===== src/rtl/cal_clk_divider.sv =====
// Programmable calibration clock divider: cal_out = cal_clkin / (2*(N+1)), 50% duty, glitch-free.
// Latency: cal_out is registered; first rising edge on the (N+1)th enabled clock edge after idle.
// Backpressure: none; cal_load is sampled every cycle, running-mode loads are held until a half-period boundary.
module cal_clk_divider #(
    parameter int WIDTH = 6
) (
    input  logic             cal_clkin,
    input  logic             cal_reset,
    input  logic             cal_en,
    input  logic             cal_load,
    input  logic [WIDTH-1:0] cal_divcount,
    output logic             cal_out
);

    // Active divide value, deferred-load holding register and half-period counter.
    logic [WIDTH-1:0] div_reg;
    logic [WIDTH-1:0] pend_reg;
    logic             pend_flag;
    logic [WIDTH-1:0] cnt;

    // Last cycle of the current half-period while running.
    logic             terminal;
    // Cycles where the active divide value may safely change: idle, or the
    // edge that ends a half-period (so cal_out never sees a shortened phase).
    logic             boundary;
    // Load arriving mid-half-period has to be parked until the next boundary.
    logic             defer_load;

    assign terminal   = cal_en && (cnt == div_reg);
    assign boundary   = !cal_en || terminal;
    assign defer_load = cal_en && !terminal && cal_load;

    // Half-period counter: cleared while idle and at each toggle, otherwise counts up.
    always_ff @(posedge cal_clkin) begin
        if (cal_reset) begin
            cnt <= '0;
        end else if (boundary) begin
            cnt <= '0;
        end else begin
            cnt <= cnt + {{(WIDTH-1){1'b0}}, 1'b1};
        end
    end

    // Output flop: forced low while idle, inverted at the end of every half-period.
    always_ff @(posedge cal_clkin) begin
        if (cal_reset) begin
            cal_out <= 1'b0;
        end else if (!cal_en) begin
            cal_out <= 1'b0;
        end else if (terminal) begin
            cal_out <= ~cal_out;
        end
    end

    // Active divide value: a same-cycle load wins over an older pending one.
    always_ff @(posedge cal_clkin) begin
        if (cal_reset) begin
            div_reg <= '0;
        end else if (boundary) begin
            if (cal_load) begin
                div_reg <= cal_divcount;
            end else if (pend_flag) begin
                div_reg <= pend_reg;
            end
        end
    end

    // Pending value: the most recent mid-half-period load overwrites any earlier one.
    always_ff @(posedge cal_clkin) begin
        if (cal_reset) begin
            pend_reg <= '0;
        end else if (defer_load) begin
            pend_reg <= cal_divcount;
        end
    end

    // Pending flag: consumed (or made moot by a direct load) at every boundary.
    always_ff @(posedge cal_clkin) begin
        if (cal_reset) begin
            pend_flag <= 1'b0;
        end else if (boundary) begin
            pend_flag <= 1'b0;
        end else if (defer_load) begin
            pend_flag <= 1'b1;
        end
    end

endmodule


===== config.mk =====
export PLATFORM = sky130hd
export DESIGN_NAME = cal_clk_divider
export DESIGN_NICKNAME = d
export VERILOG_FILES = /design/src/rtl/cal_clk_divider.sv
export SDC_FILE = /design/constraint.sdc
export NUM_CORES = 1
export LEC_CHECK = 0
export ABC_AREA = 1
export CAP_MARGIN = 0
export CORE_ASPECT_RATIO = 1.4
export CORE_MARGIN = 1
export CORE_UTILIZATION = 55
export CTS_BUF_LIST = sky130_fd_sc_hd__clkbuf_4 sky130_fd_sc_hd__clkbuf_8
export DETAILED_ROUTE_END_ITERATION = 10
export PLACE_DENSITY = 0.85
export SLEW_MARGIN = 20
export SYNTH_ARGS = -nofsm -noshare
export SYNTH_HDL_FRONTEND = slang
export SYNTH_SLANG_ARGS = --single-unit

===== constraint.sdc =====
create_clock -name cal_clkin -period 1.6 [get_ports cal_clkin]
set_input_delay 0.24 -clock cal_clkin [delete_from_list [all_inputs] [get_ports cal_clkin]]
set_output_delay 0.24 -clock cal_clkin [all_outputs]
set_load 0.02 [all_outputs]

# Yosys cells after proc, flatten, opt, wreduce, memory -nomap -nowiden
# Index checks and enable logic that the tools add are counted.
classes:
  add_sub_neg: 1
  muxes: 2
  n_reduce_logical: 10
  n_bitwise: 2
  eq_ne: 1
op_table:
  columns: ["cell", "count"]
  rows:
  - ["2-to-1 mux 6 bit", 2]
  - ["adder 6 x 1 -> 6 bit (second input constant)", 1]
  - ["== test 6 bit", 1]
  - ["OR reduction 2 bit", 2]
  - ["logical AND 1 bit", 3]
  - ["zero test 1 bit", 2]
  - ["inverter 1 bit", 2]
  - ["AND reduction 2 bit", 1]
  - ["nonzero test 2 bit", 1]
  - ["logical OR 1 bit", 1]
word_totals:
  regBits: 20
  in_bits: 10
  wordCells: 21
  out_inout_bits: 1

# Depth between registers and ports, before layout
# Gate-level depths: netlist of the first run.
logic_depth:
  ltp_word: 5
  ltp_mapped: 10
  ltp_nobuf: 9

# Least setup slack after synthesis of the first run
# No wires, ideal clock.
synth_path:
  path_kind: "register to register"
  start: "register cnt[2]"
  end: "register div_reg[0]"
  required_ps: 1485
  synth_period_minus_slack_ps: 1175
  t_arrival_ps: 1060
  slack_ps: 425
  path_buffers: 1
  stages_incl_launch_ff: 11
  setup_ps: 115
  path_cell_list: "dfxtp_1 inv_2 nand2_1 nand2_1 nor2_1 nand3_2 nand2_2 buf_6 nand3_1 nand2_1 nor2_1"
synth_via:
  elab_chain_cells: 4
synth_rtl:
  columns: ["item", "line", "text"]
  rows:
  - ["start, declared", "19", "logic [WIDTH-1:0] cnt;"]
  - ["start signal, assigned", "40", "cnt <= cnt + {{(WIDTH-1){1'b0}}, 1'b1};"]
  - ["== test 6 bit", "29", "assign terminal = cal_en && (cnt == div_reg);"]
  - ["logical AND 1 bit", "29", null]
  - ["logical OR 1 bit", "30", "assign boundary = !cal_en || terminal;"]
  - ["AND reduction 2 bit (no source line)", null, null]
  - ["end signal, assigned", "61", "div_reg <= cal_divcount;"]
  - ["end signal, assigned", "63", "div_reg <= pend_reg;"]
  - ["end, declared", "16", "logic [WIDTH-1:0] div_reg;"]
# Every way passes these cells.
# A chain may end at the register's enable or synchronous reset.

# Final worst setup path of the first run
layout_path:
  start: "register cal_out"
  end: "output cal_out"
layout_lines:
  columns: ["item", "line", "text"]
  rows:
  - ["start, declared", "12", "output logic cal_out"]
  - ["start signal, assigned", "51", "cal_out <= ~cal_out;"]
# No word-level cell between the ends.

==> impl_metrics.py, run 1 <==
metrics = {
    "finish": {
        "regArea_um2": 400,
        "drive_above_1_share": 0.0819,
        "multi_input_area_um2": 495,
        "insertedDiodeCount": 0,
        "nets": 183,
        "area_growth_pct": 14.7,
        "n_fill_cell": 152,
        "final_util": 0.679,
    },
    "placed_design": {
        "globalplace.congestion": 0.833,
        "dp_slack_ns": 0.130,
        "hpwl_um": 1460,
        "portBuffers": 10,
    },
    "clock_tree": {
        "numCtsBuffers": 3,
        "postCtsHoldBufs": 0,
        "cts.reportedPaths.clkPinSlew_ns": 0.12,
        "htree_num_levels": 1,
        "cts_resized": 0,
        "worstSkewPairLatency_ns": 0.31,
        "cts_setup_buffers": 0,
        "root_buffer": "clkbuf_4",
        "cts_buffer_depth": 2,
        "cts_tree": "done",
        "cts_sinks": 20,
    },
    "critical_path": {
        "crit_buf_inv": 1,
        "crit_chain": "clkdlybuf4s50_1",
        "end_kind": "primary output",
        "cp_slowest_stage_delay_ns": 0.60,
        "worstReg2RegStart": "cnt[3]",
        "path_class": "flop to primary output",
        "worstPathMaxFanout": 2,
        "worst-r2r-setup-slack_ns": 0.24,
        "crit_slowest_cell": "clkdlybuf4s50_1",
        "r2r-end": "pend_reg[0]",
        "cp_top_family": "buffers and inverters",
        "required_ns": 1.36,
        "arrival_ns": 1.25,
        "startpoint_type": "flop",
        "r2r.worst_path.cells": 10,
        "cp_num_cells": 1,
    },
    "floorplanning": {
        "die_h_um": 53.8,
        "die-area_um2": 2100,
        "start_util": 0.592,
        "core_um2": 1780,
        "die_w_um": 39.0,
        "io_pins": 11,
        "rows": 18,
    },
    "min_path": {
        "whs_path_depth": 2,
        "hp-start": "pend_flag",
        "holdPathEnd": "pend_flag",
        "hp-class": "flop to flop",
    },
    "global_route": {
        "grt_pass1_wl_um": 3030,
        "grt_use_total": 0.208,
        "grt_max_degree": 20,
        "antenna_found_initial": 0,
        "grt_pass1_vias": 787,
        "grt_overflow": 0,
    },
    "sta": {
        "fin_skew_ns": 0.00669,
        "tightest_slew_ns": 0.346,
        "finalWorstSetupSlack_ns": 0.109,
        "finalSetupTns_ns": 0,
        "rsz0062_at_grt": "false",
        "hold_viol": 0,
        "slew_violations": 0,
        "report.final.setup_viol": 0,
        "period_needed_ns": 1.49,
        "fin_crit_sh": 0.932,
        "worst_hold_slack_ns": 0.469,
        "maxSlewHeadroom": 0.769,
        "fmax_mhz": 671,
    },
    "routing": {
        "drc": 0,
        "wl_per_cell_um": 9.70,
        "dr.pass1.iters": 4,
        "drt-initial-drc-count": 13,
        "via_per_inst": 4.98,
        "route.final.wire_length_um": 1850,
        "antenna_left": 0,
        "vias": 952,
    },
    "job": {
        "drv_cap": 0,
    },
    "pwr": {
        "p_leak_nw": 0.576,
        "p_total_mw": 1.17,
        "ir_drop_mv": 0.718,
        "p_per_area_nw_per_um2": 972,
    },
    "synth": {
        "synth.distinct_cells": 18,
        "syn-num-nets": 169,
        "syn_inst": 158,
        "yosysSeqAreaShare": 0.380,
        "synth_area_per_cell_um2": 6.67,
        "ys_ff_latch": 20,
        "yosysWarnings": 0,
        "synth_area_um2": 1050,
    },
    "outcome": {
        "status": "completed",
    },
}
## synthesized netlist by cell type (all sizes together)
cell type / n / area [µm²]
a21oi: 13 / 65.1
buf: 5 / 52.6
clkbuf: 1 / 3.75
dfxtp: 20 / 400
ha: 1 / 12.5
inv: 27 / 101
nand2: 35 / 134
nand3: 12 / 82.6
nand4: 6 / 37.5
nor2: 33 / 124
nor3: 1 / 5.00
xnor2: 1 / 8.76
xor2: 3 / 26.3
## cells in the final DEF (no fill, tap or decap), drive strengths merged
master | Yosys | final
buf | 5 | 5
ha | 1 | 1
dfxtp | 20 | 20
inv | 27 | 27
clkbuf | 1 | 4
xor2 | 3 | 3
nor3 | 1 | 1
nand2 | 35 | 35
nand4 | 6 | 6
xnor2 | 1 | 1
nand3 | 12 | 12
clkdlybuf4s50 | 0 | 10
a21oi | 13 | 13
nor2 | 33 | 33
## logic make-up (layout without fill, tap and decap cells)
logic type / after synthesis / after routing / synth area share
flip-flops: 20 / 20 / 0.380
AO/OA/AOI/OAI: 13 / 13 / 0.0618
AND/OR/NAND/NOR: 87 / 87 / 0.363
XOR/XNOR: 4 / 4 / 0.0333
buffers and inverters: 33 / 46 / 0.150
adder cells (fa/ha/maj): 1 / 1 / 0.0119
## per-layer routing
metal  up-vias  GRT usage  share of wire
met5         -          0              0
met4         0      0.103          0.023
met3         5     0.0372          0.025
met2        19      0.372           0.53
met1       420      0.225           0.42
li1        508          -              -
## worst register-to-register path, delay by kind of cell, from the launching register on
family        cells  cell delay (ns)
simple gates      8             0.57
buf+inv           2             0.27
flops             1             0.42
## worst max path at each step
stage | startpoint | end | slack (ns)
4_1_cts | cal_out | cal_out | 0.1
3_3_place_gp | cal_load | div_reg[2] | 0.17
2_1_floorplan | cnt[2] | div_reg[0] | 0.43
5_1_grt | cal_out | cal_out | 0.05
3_5_place_dp | cal_load | div_reg[0] | 0.13
6_report | cal_out | cal_out | 0.11
## power by group
part / internal (mW) / switching [mW] / total (mW)
clock network: 0.139 / 0.160 / 0.299
logic: 0.127 / 0.177 / 0.304
registers: 0.545 / 0.0269 / 0.571
total: 0.811 / 0.364 / 1.17
## metrics by stage
stage / instance area (µm²) / std cells
5_1_grt: 1210 / 191
6_report: 1210 / 191
3_5_place_dp: 1170 / 187
3_3_place_gp: 1170 / 187
2_1_floorplan: 1050 / 158
4_1_cts: 1210 / 191
## area by class of cell
| class | instances | share of cell area |
|---|---|---|
| flip-flops and latches | 20 | 0.331 |
| inverters | 27 | 0.0839 |
| multi-input cells | 105 | 0.410 |
| repair buffers | 15 | 0.124 |
| clock buffers | 4 | 0.0300 |
| well taps | 20 | 0.0207 |
(Power assumes the default switching activity.)
==> inputs of run 2 (changes only) <==
==> constraint.sdc (replaced) <==
create_clock -name cal_clkin -period 1.45 [get_ports cal_clkin]
set_input_delay 0.2175 -clock cal_clkin [delete_from_list [all_inputs] [get_ports cal_clkin]]
set_output_delay 0.2175 -clock cal_clkin [all_outputs]
set_load 0.02 [all_outputs]
==> run 2 against run 1 <==
Net effect:
- non-clock buffer count unchanged
- sequential share of layout area increased by 0.52 points
- sequential power increased by 11%
- sequential cell count unchanged
- critical path depth increased by 9
- hold slack got worse by 0.0059 ns
- clock skew decreased by 0.0019 ns
- first-iteration DRC count increased by 85%
- largest cell class unchanged
==> impl_metrics.py, run 2 (same netlist as run 1, synthesis figures left out) <==
metrics = {
    "outcome": {
        "status": "completed",
    },
    "global_route": {
        "grt_pass1_vias": 762,
        "grt_pass1_wl_um": 2940,
        "antenna_found_initial": 0,
        "grt_overflow": 0,
        "grt_use_total": 0.201,
        "grt_max_degree": 20,
    },
    "sta": {
        "finalWorstSetupSlack_ns": 0.111,
        "fin_skew_ns": 0.00482,
        "fmax_mhz": 747,
        "finalSetupTns_ns": 0,
        "slew_violations": 0,
        "period_needed_ns": 1.34,
        "hold_viol": 0,
        "report.final.setup_viol": 0,
        "fin_crit_sh": 0.923,
        "tightest_slew_ns": 0.389,
        "maxSlewHeadroom": 0.740,
    },
    "routing": {
        "antenna_left": 0,
        "dr.pass1.iters": 4,
        "vias": 973,
        "drt-initial-drc-count": 24,
        "route.final.wire_length_um": 1950,
        "via_per_inst": 5.09,
        "wl_per_cell_um": 10.2,
        "drc": 0,
    },
    "critical_path": {
        "path_class": "flop to flop",
        "worstPathMaxFanout": 10,
        "arrival_ns": 1.55,
        "required_ns": 1.66,
        "startpoint_type": "flop",
        "end_kind": "flop",
    },
    "placed_design": {
        "globalplace.congestion": 0.877,
        "dp_slack_ns": -0.00185,
        "hpwl_um": 1460,
        "dpl_cell_area_um2": 1170,
        "portBuffers": 10,
    },
    "pwr": {
        "p_per_area_nw_per_um2": 1070,
        "ir_drop_mv": 0.728,
        "p_total_mw": 1.30,
        "p_leak_nw": 0.583,
    },
    "clock_tree": {
        "htree_num_levels": 1,
        "cts.reportedPaths.clkPinSlew_ns": 0.11,
        "cts_buffer_depth": 2,
        "worstSkewPairLatency_ns": 0.30,
        "postCtsHoldBufs": 0,
        "cts_setup_buffers": 0,
        "root_buffer": "clkbuf_4",
        "numCtsBuffers": 3,
        "cts_tree": "done",
        "cts_sinks": 20,
    },
    "finish": {
        "n_fill_cell": 162,
        "area_growth_pct": 15.4,
        "insertedDiodeCount": 0,
        "nets": 183,
        "final_cell_mix": "nand2_1, nor2_1, inv_1",
        "drive_above_1_share": 0.123,
        "multi_input_area_um2": 495,
        "regArea_um2": 409,
        "final_common_cell": "nand2_1",
        "final_design_area_no_fill_um2": 1220,
    },
    "floorplanning": {
        "io_pins": 11,
        "die-area_um2": 2100,
        "core_um2": 1780,
        "die_w_um": 39.0,
        "rows": 18,
        "die_h_um": 53.8,
        "start_util": 0.592,
    },
    "job": {
        "drv_cap": 0,
    },
    "min_path": {
        "hp-class": "flop to flop",
    },
}
==> run 2: cell types whose count changed in the layout (fill, tap and decap cells not counted) <==
cell             previous run  this run
dfxtp_1                    20        13
dfxtp_2                     0         7
clkdlybuf4s50_1            10         9
dlygate4sd2_1               0         1
==> run 2: timing repair <==
item,in CTS,in global routing
resized for setup,1,7
pin swaps,0,0
endpoints found under the setup margin,1,18
==> run 2: cell type report <==
class,count,area share
Clock buffer,4,0.0298
Sequential cell,20,0.336
Tap cell,20,0.0206
Inverter,27,0.0833
Multi-Input combinational cell,105,0.407
Timing Repair Buffer,15,0.122
==> run 2: critical path, cell delays in order (launching register included) <==
cell and delay, ns:
dfxtp_2 0.38, nand2_1 0.06, inv_1 0.05, nor2_1 0.03
nor2_1 0.16, nand3_2 0.12, buf_4 0.20, nand3_4 0.09
nand2_1 0.06, nand2_1 0.06, nor2_1 0.04
==> run 2: report_power, final <==
group	switching (mW)	total [mW]	internal [mW]
registers	0.0313	0.635	0.604
clock network	0.168	0.321	0.153
logic	0.203	0.341	0.139
total	0.402	1.30	0.895
==> run 2: final timing paths <==
path | cells after the start | start | end | slack [ns]
max | 10 | cnt[0] | pend_reg[4] | 0.11
min | 2 | pend_flag | pend_flag | 0.46
max reg2reg | 10 | cnt[0] | pend_reg[4] | 0.11
min reg2reg | 2 | pend_flag | pend_flag | 0.46
==> run 2: per-layer routing <==
| metal | track usage | share of wire |
|---|---|---|
| met1 | 0.205 | 0.41 |
| met2 | 0.381 | 0.55 |
| met3 | 0.0372 | 0.031 |
| met4 | 0.0862 | 0.014 |
| met5 | 0 | 0 |
==> run 2: metrics by stage <==
stage,instances,hold slack [ns],utilization
6_report,191,0.463,0.684
5_1_grt,191,0.477,0.684
4_1_cts,191,0.465,0.679
3_5_place_dp,187,0.450,0.659
3_3_place_gp,187,0.444,0.659
2_1_floorplan,158,0.289,-
==> inputs of run 3 (changes only) <==
--- a/config.mk
+++ b/config.mk
@@ -12,6 +12,7 @@
 export CORE_UTILIZATION = 55
 export CTS_BUF_LIST = sky130_fd_sc_hd__clkbuf_4 sky130_fd_sc_hd__clkbuf_8
 export DETAILED_ROUTE_END_ITERATION = 10
+export HOLD_SLACK_MARGIN = 0.08
 export PLACE_DENSITY = 0.85
 export SLEW_MARGIN = 20
 export SYNTH_ARGS = -nofsm -noshare
==> results of run 3 <==
Final layout, timing and power as in run 2 (identical DEF).
